<file path="src/rtl/i2c_reg_ctrl.sv">
// Register-access sequencer between the I2C slave byte interface and the LED register block.
// The first write byte sets the pointer; later bytes write or read registers with auto-increment.
module i2c_reg_ctrl #(
   parameter int ADDR_W   = 3,
   parameter int DATA_W   = 8,
   parameter int NUM_REGS = 8
) (
   input  logic              clk,
   input  logic              reset,
   input  logic              bus_start,
   input  logic              bus_stop,
   input  logic              addr_match,
   input  logic              bus_rw,
   input  logic [DATA_W-1:0] rx_byte,
   input  logic              rx_valid,
   input  logic              tx_req,
   input  logic [DATA_W-1:0] reg_rdata,
   output logic [ADDR_W-1:0] reg_addr,
   output logic [DATA_W-1:0] reg_wdata,
   output logic              reg_write,
   output logic              reg_read,
   output logic [DATA_W-1:0] tx_byte,
   output logic              tx_valid,
   output logic              nack_req
);

   typedef enum logic [2:0] {IDLE, PTR, WDATA, WDROP, RWAIT, RFETCH} state_t;

   localparam logic [DATA_W-1:0] NREGS_B  = DATA_W'(NUM_REGS);
   localparam logic [ADDR_W-1:0] PTR_LAST = ADDR_W'(NUM_REGS - 1);

   state_t            state, state_n;
   logic [ADDR_W-1:0] ptr, ptr_inc;
   logic              bus_clr, ptr_ok, ptr_load, wr_sched, nack_set, rd_done;

   assign ptr_inc  = (ptr == PTR_LAST) ? '0 : ptr + 1'b1;
   assign reg_addr = ptr;
   assign reg_read = (state == RFETCH);

   always_ff @(posedge clk) begin
      if (reset) state <= IDLE;
      else       state <= state_n;
   end

   // START/STOP win over everything; a stray address match restarts the transfer.
   always_comb begin
      state_n  = state;
      ptr_load = 1'b0;
      wr_sched = 1'b0;
      nack_set = 1'b0;
      rd_done  = 1'b0;
      bus_clr  = bus_start | bus_stop | addr_match;
      ptr_ok   = (rx_byte < NREGS_B);
      if (bus_start || bus_stop) begin
         state_n = IDLE;
      end else if (addr_match) begin
         state_n = bus_rw ? RWAIT : PTR;
      end else begin
         case (state)
            PTR: begin
               if (rx_valid) begin
                  if (ptr_ok) begin
                     ptr_load = 1'b1;
                     state_n  = WDATA;
                  end else begin
                     nack_set = 1'b1;
                     state_n  = WDROP;
                  end
               end
            end
            WDATA:  wr_sched = rx_valid;
            RWAIT:  if (tx_req) state_n = RFETCH;
            RFETCH: begin
               rd_done = 1'b1;
               state_n = RWAIT;
            end
            default: ;
         endcase
      end
   end

   // Read data is sampled on the edge that ends the read strobe.
   always_ff @(posedge clk) begin
      if (reset) begin
         ptr       <= '0;
         reg_write <= 1'b0;
         reg_wdata <= '0;
         tx_byte   <= '0;
         tx_valid  <= 1'b0;
         nack_req  <= 1'b0;
      end else begin
         reg_write <= wr_sched;
         if (wr_sched) reg_wdata <= rx_byte;

         if (ptr_load)                  ptr <= rx_byte[ADDR_W-1:0];
         else if (reg_write || rd_done) ptr <= ptr_inc;

         if (bus_clr) begin
            tx_valid <= 1'b0;
         end else if (rd_done) begin
            tx_valid <= 1'b1;
            tx_byte  <= reg_rdata;
         end else if (tx_req) begin
            tx_valid <= 1'b0;
         end

         if (bus_clr)       nack_req <= 1'b0;
         else if (nack_set) nack_req <= 1'b1;
      end
   end

endmodule

</file>
<file path="config.mk">
export PLATFORM = sky130hd
export DESIGN_NAME = i2c_reg_ctrl
export DESIGN_NICKNAME = d
export VERILOG_FILES = /design/src/rtl/i2c_reg_ctrl.sv
export SDC_FILE = /design/constraint.sdc
export NUM_CORES = 1
export LEC_CHECK = 0
export CAP_MARGIN = 20
export CELL_PAD_IN_SITES_DETAIL_PLACEMENT = 1
export CELL_PAD_IN_SITES_GLOBAL_PLACEMENT = 2
export CORE_ASPECT_RATIO = 1.75
export CORE_MARGIN = 2
export CORE_UTILIZATION = 21
export CTS_BUF_LIST = sky130_fd_sc_hd__clkbuf_8
export DETAILED_ROUTE_END_ITERATION = 6
export HOLD_SLACK_MARGIN = 0.05
export PLACE_DENSITY_LB_ADDON = 0.3
export SETUP_SLACK_MARGIN = 0.05
export SLEW_MARGIN = 20
export SYNTH_ARGS = -nofsm -noshare
export SYNTH_HDL_FRONTEND = slang
export SYNTH_SLANG_ARGS = --single-unit
</file>
<file path="constraint.sdc">
create_clock -name clk -period 1.35 [get_ports clk]
set_input_delay 0.2025 -clock clk [delete_from_list [all_inputs] [get_ports clk]]
set_output_delay 0.2025 -clock clk [all_outputs]
set_load 0.01 [all_outputs]
</file>
Yosys cells after proc, flatten, opt, wreduce, memory -nomap -nowiden
Cells that the tools add are included.
W data, S select, Z words.
{ "classes": {"addsub": 1, "magnitude_cmp": 1, "n_eq_ne": 7, "muxes": 27, "bitwise_logic": 3, "reduce_logical": 9} }
{ "ops": {"columns": ["op", "n"], "rows": [
  ["$mux W3", 7],
  ["$mux W1", 19],
  ["$eq A3 B3 Y1 const B", 3],
  ["$pmux W3 S3", 1],
  ["$lt A8 B4 Y1 const B", 1],
  ["$ne A3 B3 Y1 const B", 2],
  ["$reduce_bool A2 Y1", 2],
  ["$reduce_bool A4 Y1", 1],
  ["$reduce_or A2 Y1", 2],
  ["$add A3 B1 Y3 const B", 1],
  ["$eq A3 B1 Y1 const B", 1],
  ["$eq A3 B2 Y1 const B", 1],
  ["$reduce_and A3 Y1", 1],
  ["$logic_or A1 B1 Y1", 2],
  ["$or A1 B1 Y1", 2],
  ["$reduce_and A2 Y1", 1],
  ["$not A1 Y1", 1]
]} }
{ "totals": {"ff_bits": 25, "out_inout_bits": 23} }

Logic depth before layout (Yosys ltp)
{ "depth": {"ltp_word": 7, "depth_mapped": 6, "depth_no_buf": 4} }

Worst setup path after synthesis
No wires, ideal clock.
{ "synth_path": {"path_kind": "register to register", "start": "register ptr[0], in the netlist reg_addr[0]", "end": "register ptr[1], in the netlist reg_addr[1]", "setup_ns": 0.088, "arrival_time_ns": 1.303, "t_required_ns": 1.262, "path_slack_ns": -0.041, "path_stages_with_launch": 5, "n_path_buf": 0, "period_less_slack_ns": 1.391, "path_cell_list": "dfxtp_1 ha_1 ha_1 or3b_1 a311oi_2"} }
{ "synth_via": {"elab_chain_len": 4} }
{ "synth_lines": {"columns": ["item", "line", "text"], "rows": [
  ["start: declaration", "33", "logic [ADDR_W-1:0] ptr, ptr_inc;"],
  ["start signal: assignment", "95", "if (ptr_load) ptr <= rx_byte[ADDR_W-1:0];"],
  ["start signal: assignment", "96", "else if (reg_write || rd_done) ptr <= ptr_inc;"],
  ["$add A3 B1 Y3 or $eq A3 B3 Y1 (tied branches)", "36", "assign ptr_inc = (ptr == PTR_LAST) ? '0 : ptr + 1'b1;"],
  ["$mux W3 *", "36", null],
  ["$mux W3 *", "96", null],
  ["$mux W3 *", "95", null]
]} }
Mark *: on every way between the ends. The rest lies on a longest branch, timed or not. The select of a mux whose other input is x is not followed.
A chain may end at the register's enable or synchronous reset.

Worst setup path in the final report
{ "layout_path": {"start": "register state[1]", "end": "register ptr[0], in the netlist reg_addr[0]"} }
{ "layout_via": {"elab_chain_len": 6} }
{ "layout_lines": {"columns": ["item", "line", "text"], "rows": [
  ["start: declaration", "32", "state_t state, state_n;"],
  ["start signal: assignment", "42", "else state <= state_n;"],
  ["$eq A3 B3 Y1", "59", "case (state)"],
  ["$mux W1", "59", null],
  ["$mux W1", "56", "end else if (addr_match) begin"],
  ["$mux W1", "54", "if (bus_start || bus_stop) begin"],
  ["$logic_or A1 B1 Y1", "96", null],
  ["$reduce_bool A2 Y1 (no line)", null, null]
]} }
Parallel ways exist; a longest one is shown, timed or not.

==> tab_implementation.tex <==
\begin{tabular}{lr}
\hline
Metric & Value \\
\hline
\multicolumn{2}{l}{\textbf{Power and ir drop}} \\
Leakage dissipation & $\sim$0.84 nW \\
Peak VDD IR & 0.4845 mV \\
Total Power Consumption & 1.333 mW \\
PD cells & approximately 740 nW/um\^{}2 \\
\multicolumn{2}{l}{\textbf{Placement}} \\
Placer congestion estimate & 0.7796 \\
Placement-stage worst setup slack & -0.4924 ns \\
Post-detailed-placement half-perimeter wirelength & about 2500 um \\
Placed cell area & about 1700 um\^{}2 \\
Number of cells in the design after placement & 225 \\
Count of input and output buffers & 46 \\
\multicolumn{2}{l}{\textbf{Cells and area}} \\
Number of filler cells placed in the layout & approximately 570 \\
ANT cells & 0 \\
Final Non-Filler Cells & $\sim$240 \\
Post-layout nets & 210 \\
Layout area overhead & 75.85\% \\
Share of layout cells above drive strength 1 & between 20\% and 30\% \\
Finished Cell Area & 1813 um\^{}2 \\
\multicolumn{2}{l}{\textbf{Routing}} \\
Iter 0 DRT Violations & 15 \\
Count of antenna-violating nets left after detailed routing & 0 \\
Via total after detailed routing & between 1000 and 1500 \\
WL per Instance & 14.28 um \\
DR pass1 iterations & 2 \\
Vias per cell & about 4.6 \\
DRC errors left & 0 \\
Total routed wirelength & $\sim$3400 um \\
\multicolumn{2}{l}{\textbf{Timing}} \\
Relative slew margins & about three quarters \\
Slew of the pin with the lowest slew margin & $\sim$0.36 ns \\
Pins over their slew limit & 0 \\
Share of the cycle needed by the critical path after routing & 104.1\% \\
Final setup violation count & 3 \\
Max Clock Freq & roughly 0.71 GHz \\
Final setup slack of the worst path & -0.05494 ns \\
RSZ-0062 raised after global routing & yes \\
Final count of hold timing violations & 0 \\
Final worst path period need & about 1.4 ns \\
Hold Slack & 0.2991 ns \\
Worst-case clock skew & between 0.002 and 0.003 ns \\
\multicolumn{2}{l}{\textbf{Setup path}} \\
Setup slack of the most critical reg-to-reg path & -0.05 ns \\
Setup crit start & state[1] \\
Data arrival time of the critical path & between 1.5 and 2 ns \\
Worst Setup Path Type & reg2reg \\
Critical path peak fanout & 4 \\
Crit path launch type & register \\
FF-to-FF Start & state[1] \\
Data required, critical path & 1.53 ns \\
Endpoint class of the critical path & register \\
\multicolumn{2}{l}{\textbf{Yosys}} \\
Ys Warns & 0 \\
Count of state elements after synthesis & 25 \\
Cell area after technology mapping & 1031 um\^{}2 \\
Count of flip-flops with a built-in enable after synthesis & 0 \\
Mapped Nets & 140 \\
Share of async-settable or async-resettable flops after synthesis & 0\% \\
Cells after Synth & about 110 \\
Average cell area after synthesis & $\sim$9.0 um\^{}2 \\
Sequential fraction of the synthesis area & between 40 and 50\% \\
Synth Flop Type & dfxtp\_1 \\
Unique cell type count in the Yosys netlist & 25 \\
\multicolumn{2}{l}{\textbf{Floorplan}} \\
Core box area & 4707 um\^{}2 \\
Ports placed on the boundary & 47 \\
Total Die Area & between 5000 and 6000 um\^{}2 \\
Die boundary width & $\sim$57 um \\
Cell Rows & 33 \\
Initial cell density of the core & around 22\% \\
Die boundary height & between 90 and 100 um \\
\multicolumn{2}{l}{\textbf{Global routing}} \\
Wire length of the first global-routing pass & 5402 um \\
Pin count of the biggest net entering global routing & 24 \\
GRT Total Usage & roughly 12\% \\
Via count of the first global-routing pass & $\sim$1200 \\
GRT overflow & 0 \\
Initial antenna violation count & 0 \\
\multicolumn{2}{l}{\textbf{Clocking}} \\
Clock tree root driver cell & clkbuf\_8 \\
H-Tree Depth & 1 \\
CTS clk-pin slew, worst paths & approximately 0.09 ns \\
Clock tree from TritonCTS & yes \\
Inserted Clock Buffers & 3 \\
CTS Buffer Depth & 2 \\
Post-CTS Hold Buffers & 0 \\
Latest clock arrival within the worst-skew pair & roughly 0.27 ns \\
CTS Sinks & 25 \\
\multicolumn{2}{l}{\textbf{Worst hold path}} \\
Type of the tightest min-delay check & in2reg \\
Start point of the worst hold path & rx\_byte[3] \\
\multicolumn{2}{l}{\textbf{Run status}} \\
Status & finished, violations left \\
Violations in the final reports & setup timing \\
\multicolumn{2}{l}{\textbf{Run}} \\
Max capacitance violation total & 0 \\
\hline
\end{tabular}
cell usage in the layout, fill, tap and decap left out, drive strengths merged:
| master | count |
|---|---|
| a2111oi | 1 |
| a211oi | 1 |
| a21oi | 12 |
| a311oi | 4 |
| and2 | 1 |
| and2b | 1 |
| and3b | 1 |
| and4bb | 1 |
| buf | 24 |
| clkbuf | 3 |
| clkdlybuf4s15 | 1 |
| clkdlybuf4s50 | 17 |
| clkinv | 1 |
| dfxtp | 25 |
| dlygate4sd2 | 28 |
| ha | 2 |
| inv | 2 |
| mux2i | 9 |
| nand2 | 22 |
| nand4 | 2 |
| nor2 | 14 |
| nor3 | 6 |
| o21ai | 1 |
| or3 | 3 |
| or3b | 1 |
sequential cells by signal, indices dropped and copies added (netlist names):
name / count
nack_req: 1
reg_addr: 3
reg_wdata: 8
reg_write: 1
state: 3
tx_byte: 8
tx_valid: 1
report_power, final:
group	leakage (nW)	total, mW	switching (mW)	internal (mW)
logic	0.614	0.128	0.0501	0.0778
registers	0.203	0.739	0.000829	0.738
clock network	0.0255	0.466	0.258	0.207
total	0.843	1.33	0.309	1.02
per-layer routing:
layer / vias up / share of wire [%] / global-route usage (%)
met5: - / 0 / 0
li1: 533 / - / -
met1: 503 / 38 / 13.39
met3: 5 / 6.2 / 2.674
met2: 39 / 54 / 22.19
met4: 0 / 1.7 / 4.830
repair_timing:
action / 4_1_cts / 5_1_grt
endpoints found under the setup margin: 43 / 13
buffers inserted: 2 / 3
resized for setup: 41 / 10
pin swaps: 9 / 7
cloned: 0 / 1
metrics by stage:
stage | TNS [ns] | utilization (%)
2_1_floorplan | -0.01829 | -
3_3_place_gp | -7.124 | 35.91
3_5_place_dp | -7.912 | 35.91
4_1_cts | -0.07566 | 37.32
5_1_grt | -0.5665 | 38.52
6_report | -0.08576 | 38.52
cells by family (layout without fill, tap and decap cells):
| family | after synthesis | in the layout | synth area share, % |
|---|---|---|---|
| simple gates | 52 | 52 | 24.52 |
| flops | 25 | 25 | 48.54 |
| compound gates | 19 | 19 | 12.26 |
| mux | 9 | 9 | 8.738 |
| buf+inv | 7 | 76 | 3.520 |
| fa+ha+maj | 2 | 2 | 2.427 |
final timing paths:
check,to,cells past startpoint
hold / removal,reg_wdata[3],3
setup reg to reg,reg_addr[0],4
setup / recovery,reg_addr[0],4
hold reg to reg,tx_byte[0],2
cell usage after synthesis, types with 2 or more instances:
master | number | area, um^2
buf_2 | 2 | 10.01
clkbuf_1 | 2 | 7.510
ha_1 | 2 | 25.02
inv_1 | 2 | 7.510
nor3_1 | 5 | 25.02
nand2_1 | 22 | 82.58
dfxtp_1 | 25 | 500.5
or3_1 | 3 | 18.77
a21oi_1 | 11 | 55.05
a311oi_1 | 3 | 26.28
nand4_1 | 2 | 12.51
mux2i_1 | 9 | 90.09
nor2_1 | 14 | 52.55
cell type report:
class,count,area [um^2],area share (%)
multi-input cells,82,544.3,30.02
inverters,2,7.507,0.4141
flip-flops and latches,25,505.5,27.88
well taps,52,65.06,3.589
clock inverters,1,5.005,0.2761
repair buffers,70,644.4,35.54
clock buffers,3,41.29,2.277
worst max-delay path: stages, from the launching register on:
cell      delay (ns)
dfxtp_2         0.33
and3b_2         0.29
a21oi_4         0.08
or3_4           0.35
a311oi_2        0.26
Power figures use the tool's default switching activity.
